[config.mk]
export PLATFORM = sky130hd
export DESIGN_NAME = conv1d_cfu_driver
export DESIGN_NICKNAME = d
export VERILOG_FILES = /design/src/rtl/conv1d_cfu_pkg.sv /design/src/rtl/conv1d_cfu_load_pipe.sv /design/src/rtl/conv1d_cfu_driver.sv
export SDC_FILE = /design/constraint.sdc
export NUM_CORES = 1
export LEC_CHECK = 0
export BUFFER_PORTS_ARGS = -buffer_cell sky130_fd_sc_hd__buf_2
export CAP_MARGIN = 20
export CORE_MARGIN = 2
export CORE_UTILIZATION = 52
export DETAILED_ROUTE_END_ITERATION = 7
export PLACE_DENSITY_LB_ADDON = 0.3
export SYNTH_ARGS = -nofsm -noshare
export SYNTH_HDL_FRONTEND = slang
export SYNTH_HIERARCHICAL = 1
export SYNTH_SLANG_ARGS = --single-unit
[constraint.sdc]
create_clock -name clk -period 17.15 [get_ports clk]
set_input_delay 1.715 -clock clk [delete_from_list [all_inputs] [get_ports clk]]
set_output_delay 1.715 -clock clk [all_outputs]
set_load 0.005 [all_outputs]
[src/rtl/conv1d_cfu_pkg.sv]
// Shared constants, CFU command codes and controller states for the conv1d CFU driver.
package conv1d_cfu_pkg;

  localparam int KERNEL_LENGTH      = 8;
  localparam int MAX_INPUT_CHANNELS = 128;
  localparam int BUF                = KERNEL_LENGTH * MAX_INPUT_CHANNELS;
  localparam int ADDR_W             = $clog2(BUF);

  typedef enum logic [6:0] {
    CMD_NONE         = 7'd0,
    CMD_WR_INPUT     = 7'd1,
    CMD_WR_WEIGHT    = 7'd2,
    CMD_INPUT_OFFSET = 7'd3,
    CMD_DEPTH        = 7'd5,
    CMD_START        = 7'd6,
    CMD_READ_ACC     = 7'd7,
    CMD_START_X      = 7'd8,
    CMD_READ_DONE    = 7'd9
  } cfu_cmd_e;

  typedef enum logic [3:0] {
    ST_IDLE,
    ST_CFG,
    ST_LOAD_W,
    ST_ZERO_W,
    ST_LOAD_I,
    ST_START,
    ST_POLL_REQ,
    ST_POLL_CHK,
    ST_READ_REQ,
    ST_READ_CAP,
    ST_OUT
  } state_e;

endpackage

[src/rtl/conv1d_cfu_load_pipe.sv]
// Streams len bytes from the source: one read per cycle, each returned byte
// becomes a CFU write one cycle later at the same address.
module conv1d_cfu_load_pipe
  import conv1d_cfu_pkg::*;
(
  input  logic              clk,
  input  logic              reset,
  input  logic              start,
  input  logic [ADDR_W:0]   len,
  output logic              src_rd,
  output logic [ADDR_W-1:0] src_addr,
  output logic              wr_en,
  output logic [ADDR_W-1:0] wr_addr,
  output logic              last
);

  logic [ADDR_W-1:0] last_addr;

  assign last_addr = ADDR_W'(len - (ADDR_W + 1)'(1));
  assign last      = wr_en && (wr_addr == last_addr);

  // The write stage is a plain copy of the read stage delayed by the source latency.
  always_ff @(posedge clk or posedge reset) begin
    if (reset) begin
      src_rd   <= 1'b0;
      src_addr <= '0;
      wr_en    <= 1'b0;
      wr_addr  <= '0;
    end else begin
      wr_en   <= src_rd;
      wr_addr <= src_addr;
      if (start) begin
        src_rd   <= 1'b1;
        src_addr <= '0;
      end else if (src_rd) begin
        if (src_addr == last_addr) src_rd <= 1'b0;
        else                       src_addr <= src_addr + ADDR_W'(1);
      end
    end
  end

endmodule

[src/rtl/conv1d_cfu_driver.sv]
// Job-level initiator for the conv1d CFU: configure, load weights and inputs,
// start, poll for done and return the accumulator (or an error flag).
module conv1d_cfu_driver
  import conv1d_cfu_pkg::*;
#(
  parameter int POLL_LIMIT = 255
) (
  input  logic        clk,
  input  logic        reset,
  input  logic        job_valid,
  output logic        job_ready,
  input  logic [31:0] job_input_offset,
  input  logic [31:0] job_depth,
  input  logic [31:0] job_start_x,
  output logic        src_rd,
  output logic        src_sel,
  output logic [9:0]  src_addr,
  input  logic [7:0]  src_rdata,
  output logic        cfu_en,
  output logic [6:0]  cfu_cmd,
  output logic [31:0] cfu_inp0,
  output logic [31:0] cfu_inp1,
  input  logic [31:0] cfu_ret,
  output logic        res_valid,
  input  logic        res_ready,
  output logic [31:0] res_data,
  output logic        res_err,
  output logic        busy
);

  state_e            state, state_n;
  logic [ADDR_W-1:0] cnt, cnt_n;
  logic [7:0]        poll_cnt, poll_n;
  logic [31:0]       off_q, off_n, depth_q, depth_n, sx_q, sx_n;
  logic [ADDR_W:0]   len_q, len_n;
  cfu_cmd_e          cmd_q, cmd_n;
  logic              en_q, en_n, sel_q;
  logic [31:0]       inp0_q, inp0_n, inp1_q, inp1_n;
  logic              res_valid_n, res_err_n;
  logic [31:0]       res_data_n;
  logic              pipe_start, pipe_last, wr_en, job_legal;
  logic [ADDR_W-1:0] wr_addr;

  conv1d_cfu_load_pipe u_load_pipe (
    .clk      (clk),
    .reset    (reset),
    .start    (pipe_start),
    .len      (len_q),
    .src_rd   (src_rd),
    .src_addr (src_addr),
    .wr_en    (wr_en),
    .wr_addr  (wr_addr),
    .last     (pipe_last)
  );

  assign job_legal = (job_depth != 32'd0) && (job_depth <= 32'(MAX_INPUT_CHANNELS))
                     && (job_start_x < 32'(KERNEL_LENGTH));

  // Load writes bypass the command registers so returned bytes reach the CFU with no bubble.
  assign src_sel  = sel_q;
  assign cfu_en   = en_q | wr_en;
  assign cfu_cmd  = wr_en ? (sel_q ? CMD_WR_WEIGHT : CMD_WR_INPUT) : cmd_q;
  assign cfu_inp0 = wr_en ? 32'(wr_addr) : inp0_q;
  assign cfu_inp1 = wr_en ? 32'(src_rdata) : inp1_q;

  always_comb begin
    state_n     = state;
    cnt_n       = cnt;
    poll_n      = poll_cnt;
    off_n       = off_q;
    depth_n     = depth_q;
    sx_n        = sx_q;
    len_n       = len_q;
    res_valid_n = res_valid;
    res_data_n  = res_data;
    res_err_n   = res_err;
    pipe_start  = 1'b0;
    case (state)
      ST_IDLE: if (job_valid && job_ready) begin
        off_n   = job_input_offset;
        depth_n = job_depth;
        sx_n    = job_start_x;
        len_n   = (ADDR_W + 1)'(job_depth[7:0]) << $clog2(KERNEL_LENGTH);
        cnt_n   = '0;
        if (job_legal) state_n = ST_CFG;
        else begin
          state_n     = ST_OUT;
          res_valid_n = 1'b1;
          res_err_n   = 1'b1;
          res_data_n  = '0;
        end
      end
      ST_CFG: begin
        if (cnt == ADDR_W'(2)) begin
          state_n    = ST_LOAD_W;
          pipe_start = 1'b1;
        end else cnt_n = cnt + ADDR_W'(1);
      end
      // A full-size kernel already covers every weight slot, so no zero tail is needed.
      ST_LOAD_W: if (pipe_last) begin
        if (len_q[ADDR_W]) begin
          state_n    = ST_LOAD_I;
          pipe_start = 1'b1;
        end else begin
          state_n = ST_ZERO_W;
          cnt_n   = len_q[ADDR_W-1:0];
        end
      end
      ST_ZERO_W: begin
        if (cnt == ADDR_W'(BUF - 1)) begin
          state_n    = ST_LOAD_I;
          pipe_start = 1'b1;
        end else cnt_n = cnt + ADDR_W'(1);
      end
      ST_LOAD_I: if (pipe_last) state_n = ST_START;
      ST_START: begin
        state_n = ST_POLL_REQ;
        poll_n  = '0;
      end
      ST_POLL_REQ: state_n = ST_POLL_CHK;
      ST_POLL_CHK: begin
        if (cfu_ret[0]) state_n = ST_READ_REQ;
        else begin
          poll_n = poll_cnt + 8'd1;
          if (poll_cnt == 8'(POLL_LIMIT - 1)) begin
            state_n     = ST_OUT;
            res_valid_n = 1'b1;
            res_err_n   = 1'b1;
            res_data_n  = '0;
          end else state_n = ST_POLL_REQ;
        end
      end
      ST_READ_REQ: state_n = ST_READ_CAP;
      ST_READ_CAP: begin
        state_n     = ST_OUT;
        res_valid_n = 1'b1;
        res_err_n   = 1'b0;
        res_data_n  = cfu_ret;
      end
      ST_OUT: if (res_ready) begin
        state_n     = ST_IDLE;
        res_valid_n = 1'b0;
      end
      default: state_n = ST_IDLE;
    endcase

    // Command outputs are decoded from the next state so they line up with the state register.
    en_n   = 1'b0;
    cmd_n  = CMD_NONE;
    inp0_n = '0;
    inp1_n = '0;
    case (state_n)
      ST_CFG: begin
        en_n = 1'b1;
        case (cnt_n[1:0])
          2'd0:    begin cmd_n = CMD_INPUT_OFFSET; inp1_n = off_n;   end
          2'd1:    begin cmd_n = CMD_DEPTH;        inp1_n = depth_n; end
          default: begin cmd_n = CMD_START_X;      inp1_n = sx_n;    end
        endcase
      end
      ST_ZERO_W: begin
        en_n   = 1'b1;
        cmd_n  = CMD_WR_WEIGHT;
        inp0_n = 32'(cnt_n);
      end
      ST_START:    begin en_n = 1'b1; cmd_n = CMD_START;     end
      ST_POLL_REQ: begin en_n = 1'b1; cmd_n = CMD_READ_DONE; end
      ST_READ_REQ: begin en_n = 1'b1; cmd_n = CMD_READ_ACC;  end
      default: ;
    endcase
  end

  always_ff @(posedge clk or posedge reset) begin
    if (reset) begin
      state     <= ST_IDLE;
      cnt       <= '0;
      poll_cnt  <= '0;
      off_q     <= '0;
      depth_q   <= '0;
      sx_q      <= '0;
      len_q     <= '0;
      cmd_q     <= CMD_NONE;
      en_q      <= 1'b0;
      inp0_q    <= '0;
      inp1_q    <= '0;
      sel_q     <= 1'b0;
      job_ready <= 1'b1;
      busy      <= 1'b0;
      res_valid <= 1'b0;
      res_data  <= '0;
      res_err   <= 1'b0;
    end else begin
      state     <= state_n;
      cnt       <= cnt_n;
      poll_cnt  <= poll_n;
      off_q     <= off_n;
      depth_q   <= depth_n;
      sx_q      <= sx_n;
      len_q     <= len_n;
      cmd_q     <= cmd_n;
      en_q      <= en_n;
      inp0_q    <= inp0_n;
      inp1_q    <= inp1_n;
      sel_q     <= (state_n == ST_LOAD_W);
      job_ready <= (state_n == ST_IDLE);
      busy      <= (state_n != ST_IDLE);
      res_valid <= res_valid_n;
      res_data  <= res_data_n;
      res_err   <= res_err_n;
    end
  end

endmodule
* Word-level counts from Yosys, hierarchy flattened
Index checks and enable logic that the tools add are counted.
Cells by class: $add $sub $neg 4, multipliers 0, divide/modulo/power cells 0, magnitude comparators 2, eq/ne operators 28, shift-type cells 0, muxes and demuxes 58, bitwise gates (word level) 1, reductions and logical operators 19
Operator list (count):
- 32-bit two-way mux | 13
- 32-bit one-hot mux with 3 select lines | 1
- 10-bit two-way mux | 9
- 32-bit one-hot mux with 2 select lines | 1
- 4-bit one-hot mux with 11 select lines | 1
- 10-bit one-hot mux with 4 select lines | 1
- 4-bit two-way mux | 9
- 32-bit by 8-bit less-or-equal comparator with 1-bit output (second input constant) | 1
- 32-bit by 4-bit less-than comparator with 1-bit output (second input constant) | 1
- 32-bit nonzero test | 1
- 4-bit by 3-bit == test with 1-bit output (second input constant) | 6
- 10-bit by 1-bit adder with 10-bit output (second input constant) | 2
- 10-bit == test | 2
- 4-bit one-hot mux with 5 select lines | 1
- 4-bit by 2-bit == test with 1-bit output (second input constant) | 4
- 4-bit == test (second input constant) | 4
- 8-bit one-hot mux with 2 select lines | 1
- 1-bit two-way mux | 13
- 2-bit inequality test (second input constant) | 6
- 10-bit == test (second input constant) | 1
- 10-bit by 2-bit == test with 1-bit output (second input constant) | 1
- 10-bit by 1-bit subtractor with 10-bit output (second input constant) | 1
- 8-bit by 1-bit adder with 8-bit output (second input constant) | 1
- 4-bit by 1-bit == test with 1-bit output (second input constant) | 2
- 20 further kinds | 29
Word-level totals: flip-flop bits (word level) 257, latch bits 0, RAM bits 0, ROM bits 0, output and inout bits 120, logic and storage cells 133, memories kept 0

* Depth between registers and ports, before layout
word-level depth 9, mapped depth 18, gate-level depth less buffers 16

* Hierarchy
The synthesis kept the hierarchy.
Modules (own cells, without submodules):
- conv1d_cfu_driver | instances 1, cells an instance 1028, area each 9766.9 um^2
- conv1d_cfu_load_pipe | instances 1, cells an instance 153, area each 1433.9 um^2

* Least setup slack after synthesis
Ideal clock, no wire load.
path kind reg2reg, from reg len_q[3], to reg inp1_q[1], library setup time 0.073 ns, data arrival time 3.916 ns, data required time 17.077 ns, slack 13.161 ns, cell stages (with the launch flop) 16, buffers on the path 4, cells stage by stage dfrtp_1 buf_6 or4_4 o21ai_0 and2_1 xnor2_1 or4_1 nor4_1 and3_1 o31ai_1 or3_1 buf_6 or4_4 buf_6 buf_12 a21oi_2
Between the ends: elaborated cells between the ends (all ways) 13, classes of those cells 1 x add/sub; 3 x eq/ne; 7 x mux; 2 x reduce/logical
RTL lines:
- start, declared | line conv1d_cfu_driver.sv:35 | logic [ADDR_W:0] len_q, len_n;
- start signal, assigned | line conv1d_cfu_driver.sv:199 | len_q <= len_n;
- 10-bit by 1-bit subtractor with 10-bit output * | line conv1d_cfu_load_pipe.sv:19 | assign last_addr = ADDR_W'(len - (ADDR_W + 1)'(1));
- 10-bit == test * | line conv1d_cfu_load_pipe.sv:20 | assign last = wr_en && (wr_addr == last_addr);
- 1-bit logical AND * | line conv1d_cfu_load_pipe.sv:20
- net pipe_last | line conv1d_cfu_driver.sv:41 | logic pipe_start, pipe_last, wr_en, job_legal;
- 4-bit two-way mux (on tied branches) | line conv1d_cfu_driver.sv:115, conv1d_cfu_driver.sv:100
- 4-bit one-hot mux with 11 select lines * | line conv1d_cfu_driver.sv:78 | case (state)
- net state_n[1] | line conv1d_cfu_driver.sv:31 | state_e state, state_n;
- 4-bit by 1-bit == test with 1-bit output * | line conv1d_cfu_driver.sv:152 | case (state_n)
- 32-bit two-way mux * | line conv1d_cfu_driver.sv:152
- net inp1_n[1] | line conv1d_cfu_driver.sv:38 | logic [31:0] inp0_q, inp0_n, inp1_q, inp1_n;
- end signal, assigned | line conv1d_cfu_driver.sv:203 | inp1_q <= inp1_n;
- end, declared | line conv1d_cfu_driver.sv:38
The timed path passes the listed nets; every way through them passes the cells marked *. A chain may end at the register's enable or synchronous reset.

* Final worst setup path
from reg len_q[3], to reg cmd_q[1]
Between the ends: cells in the longest elaborated chain, start to end 8, elaborated cells between the ends (all ways) 17, classes of those cells 1 x add/sub; 7 x eq/ne; 7 x mux; 2 x reduce/logical
RTL lines:
- 10-bit by 1-bit subtractor with 10-bit output * | line conv1d_cfu_load_pipe.sv:19
- 10-bit == test * | line conv1d_cfu_load_pipe.sv:20
- 1-bit logical AND * | line conv1d_cfu_load_pipe.sv:20
- net pipe_last | line conv1d_cfu_driver.sv:41
- 10-bit two-way mux | line conv1d_cfu_driver.sv:100 | ST_LOAD_W: if (pipe_last) begin
- 10-bit one-hot mux with 4 select lines | line conv1d_cfu_driver.sv:78
- 2-bit by 1-bit == test with 1-bit output or 2-bit logical NOT (tied branches) | line conv1d_cfu_driver.sv:155 | case (cnt_n[1:0])
- 4-bit one-hot mux with 2 select lines | line conv1d_cfu_driver.sv:155
- 4-bit one-hot mux with 5 select lines * | line conv1d_cfu_driver.sv:152
- net cmd_n[1] | line conv1d_cfu_driver.sv:36 | cfu_cmd_e cmd_q, cmd_n;
- end signal, assigned | line conv1d_cfu_driver.sv:200 | cmd_q <= cmd_n;
- end, declared | line conv1d_cfu_driver.sv:36
Marked as above.

==> results.ini <==
[run_status]
status = finished, final reports clean

[timing]
final_hold_viol_count = 0
tns_ns = 0
slew_headroom_pct = 24.2
post-route-period-util_pct = 35.5
fin_skew_ns = 0.0184
period_needed_ns = 6.09
slew_viol_final = 0
worst_pin_slew_ns = 1.13
clock.fmax_mhz = 164
setup_viol = 0
rsz0062_at_grt = false

[critical_path]
critPathCapture = cmd_q[1]
crit_fanout = 36
cp-startpoint = len_q[3]
crit_arrival_ns = 6.48
rr_startpoint = len_q[3]
slowest_delay_ns = 1.20
crit_chain = or4_4 > o21ai_0 > and2_1 > xnor2_1 > or4_1 > nor4_1 > and3b_1 > o31ai_1 > a21o_1 > a21oi_4 > clkinv_1 > o311ai_2
end_kind = register
r2r_cells = 12
crit_required_ns = 17.53
slowest_stage = clkinv_1
start_kind = register
rrSetupSlack_ns = 11.06
criticalPathCategory = register to register
timing.rr.end = cmd_q[1]

[clock_tree]
cts_tree = done
cts_hold_buf = 0
ctsLongestPathBuffers = 3
cts_setup_buffers = 0
clk_latency_ns = 0.52
htree_levels = 1
ctsResizeCount = 0
cts.sinks = 232
root_buffer = clkbuf_16
cts_made_buffers = 25
clk_pin_slew_worst_paths_ns = 0.06

[logic_synthesis]
async_reset_ff_share_pct = 100
synth-edff-count = 0
yosys.area_share.simple_pct = 24.6
synth_compound_area_share_pct = 10.8
synth_area_um2 = 11200
synth_top_family_by_area = simple AND/OR/NAND/NOR gates
synth_area_per_cell_um2 = 9.48
synth-adder-area-share_pct = 0.670
ys_types = 74
postSynthCellCount = 1181
synthMuxAreaShare_pct = 4.24
ys_ff_latch = 232
ys.flop_type = dfrtp_1
yosysSeqAreaShare_pct = 51.8
synth_xor_area_share_pct = 2.58
yosys_warnings = 6

[global_routing]
antenna_found_initial = 0
grt_pass1_vias = 8625
grt_pass1_wl_mm = 44.5
grt_usage_pct = 24.7
grt_max_degree = 106
gr-total-overflow = 0

[placed_design]
numPortBuffers = 234
post-dp-hpwl_mm = 19.9
gp_congestion = 0.934
dpl_cell_area_um2 = 12500

[routing]
wl_mm = 28.4
vias = 9149
drtPass1Iterations = 6
drt_iter0_drc = 736
drc = 0
postRouteAntennaNets = 0
wl_per_cell_um = 16.8
routed_via_density = 5.40

[power_and_ir_drop]
power.switching_mw = 0.859
ir_drop_mv = 0.0831
switching_share_pct = 38.2
power.share.clock_pct = 21.7
power.leakage_nw = 6.75
internal_power_mw = 1.39
power.density_nw_per_um2 = 171
pwr-share-comb_pct = 38.6
pwr-share-seq_pct = 39.7

[finish]
final_common_cell = nand2_1
final_cell_mix = nand2_1 (374), buf_2 (234), dfrtp_1 (230)
fin_area_um2 = 13200
multi_input_area_um2 = 5000
ff_latch_area_um2 = 5810
nets = 1550
drive_gt1_share_pct = 24.9
areaGrowthSynthToFinish_pct = 17.8
n_fill_cell = 1800
final_core_utilization_pct = 62.6

[die]
chipWidth_um = 151
num_rows = 53
start_util_pct = 53.1
pin_count = 260
design.core.area_um2 = 21100
die_y_um = 151
die_area_um2 = 22700

[job]
maxCapViolations = 0

[min_path]
min_path_type = register to register

-- critical path, delay by kind of cell, from the launching register on --
| family | cells | cell delay, ns |
|---|---|---|
| buffers and inverters | 1 | 1.20 |
| AND/OR/NAND/NOR | 5 | 2.20 |
| flip-flops | 1 | 0.49 |
| AO/OA/AOI/OAI | 5 | 2.00 |
| XOR/XNOR | 1 | 0.06 |
-- logic make-up (layout without fill, tap and decap cells) --
family                     after synthesis  count (layout)
and+or+nand+nor                        598             598
DFF                                    232             232
AOI/OAI and AO/OA                      159             159
buffers and inverters                  107             302
muxes                                   45              45
xor gates and xnor gates                33              33
adders and majority gates                6               6
other                                    1              43
-- through the flow --
step	std cells	hold slack (ns)	setup WS [ns]	total power, mW
2_1_floorplan	1222	0.394	9.70	1.53
3_3_place_gp	1651	0.452	11.41	1.74
3_5_place_dp	1651	0.458	11.15	1.77
4_1_cts	1691	0.472	11.13	2.27
5_1_grt	1692	0.486	10.64	2.40
6_report	1693	0.471	11.06	2.25
-- area by class of cell --
cell class,instances,area share (%)
Antenna cell,1,0.0190
Clock inverter,3,0.161
Inverter,19,0.597
Clock buffer,37,5.38
Timing Repair Buffer,243,9.37
Multi-Input combinational cell,883,37.9
Sequential cell,232,44.0
Tap cell,275,2.61
-- cells in the mapped netlist, drive strengths merged (9+ instances only) --
cell / n / area [um2]
clkbuf: 39 / 146
inv: 18 / 67.6
nor2: 42 / 165
o31ai: 9 / 67.6
o211ai: 12 / 90.1
xnor2: 17 / 149
a22o: 32 / 280
nand2b: 30 / 188
xor2: 16 / 140
mux2: 20 / 225
nand4: 16 / 100
dfrtp: 231 / 5780
a21oi: 54 / 387
buf: 49 / 364
nand2: 374 / 1400
nor4: 19 / 140
nand3: 27 / 135
nor2b: 37 / 231
or4: 9 / 75.1
mux2i: 25 / 250
o21ai: 24 / 124
-- power by group through the flow --
stage / clock [mW] / sequential, mW / combinational (mW)
after floorplan: 0 / 0.842 / 0.690
after global placement: 0 / 0.894 / 0.849
after detailed placement: 0 / 0.902 / 0.867
after CTS: 0.499 / 0.893 / 0.874
after global routing: 0.522 / 0.918 / 0.963
final: 0.488 / 0.894 / 0.869
-- how the worst min path moves through the flow --
stage                            start                     end  slack [ns]  depth (start not counted)
6_report                      sx_q[21]                sx_q[21]        0.47                          2
5_1_grt                       sx_q[13]                sx_q[13]        0.49                          2
4_1_cts                      off_q[14]               off_q[14]        0.47                          2
3_5_place_dp               depth_q[31]             depth_q[31]        0.46                          2
3_3_place_gp                 off_q[24]               off_q[24]        0.45                          2
2_1_floorplan  u_load_pipe/src_addr[3]  u_load_pipe/wr_addr[3]        0.39                          0
-- per-layer routing --
metal / track usage [%] / up-vias / routed length [um]
li1: - / 4354 / -
met1: 35.0 / 4418 / 12200
met2: 39.8 / 337 / 13700
met3: 3.76 / 40 / 1820
met4: 7.15 / 0 / 634
met5: 0 / - / 0
-- flip-flops by register name (all words and copies together), names as in the netlist, 4 cells and up --
signal and cells:
res_data 32, cmd_q 4, inp0_q 10, sx_q 32, u_load_pipe/wr_addr 10, len_q 8
depth_q 32, off_q 32, u_load_pipe/src_addr 10, poll_cnt 8, cnt 10, inp1_q 32
state 4
Power figures use the tool's default switching activity.
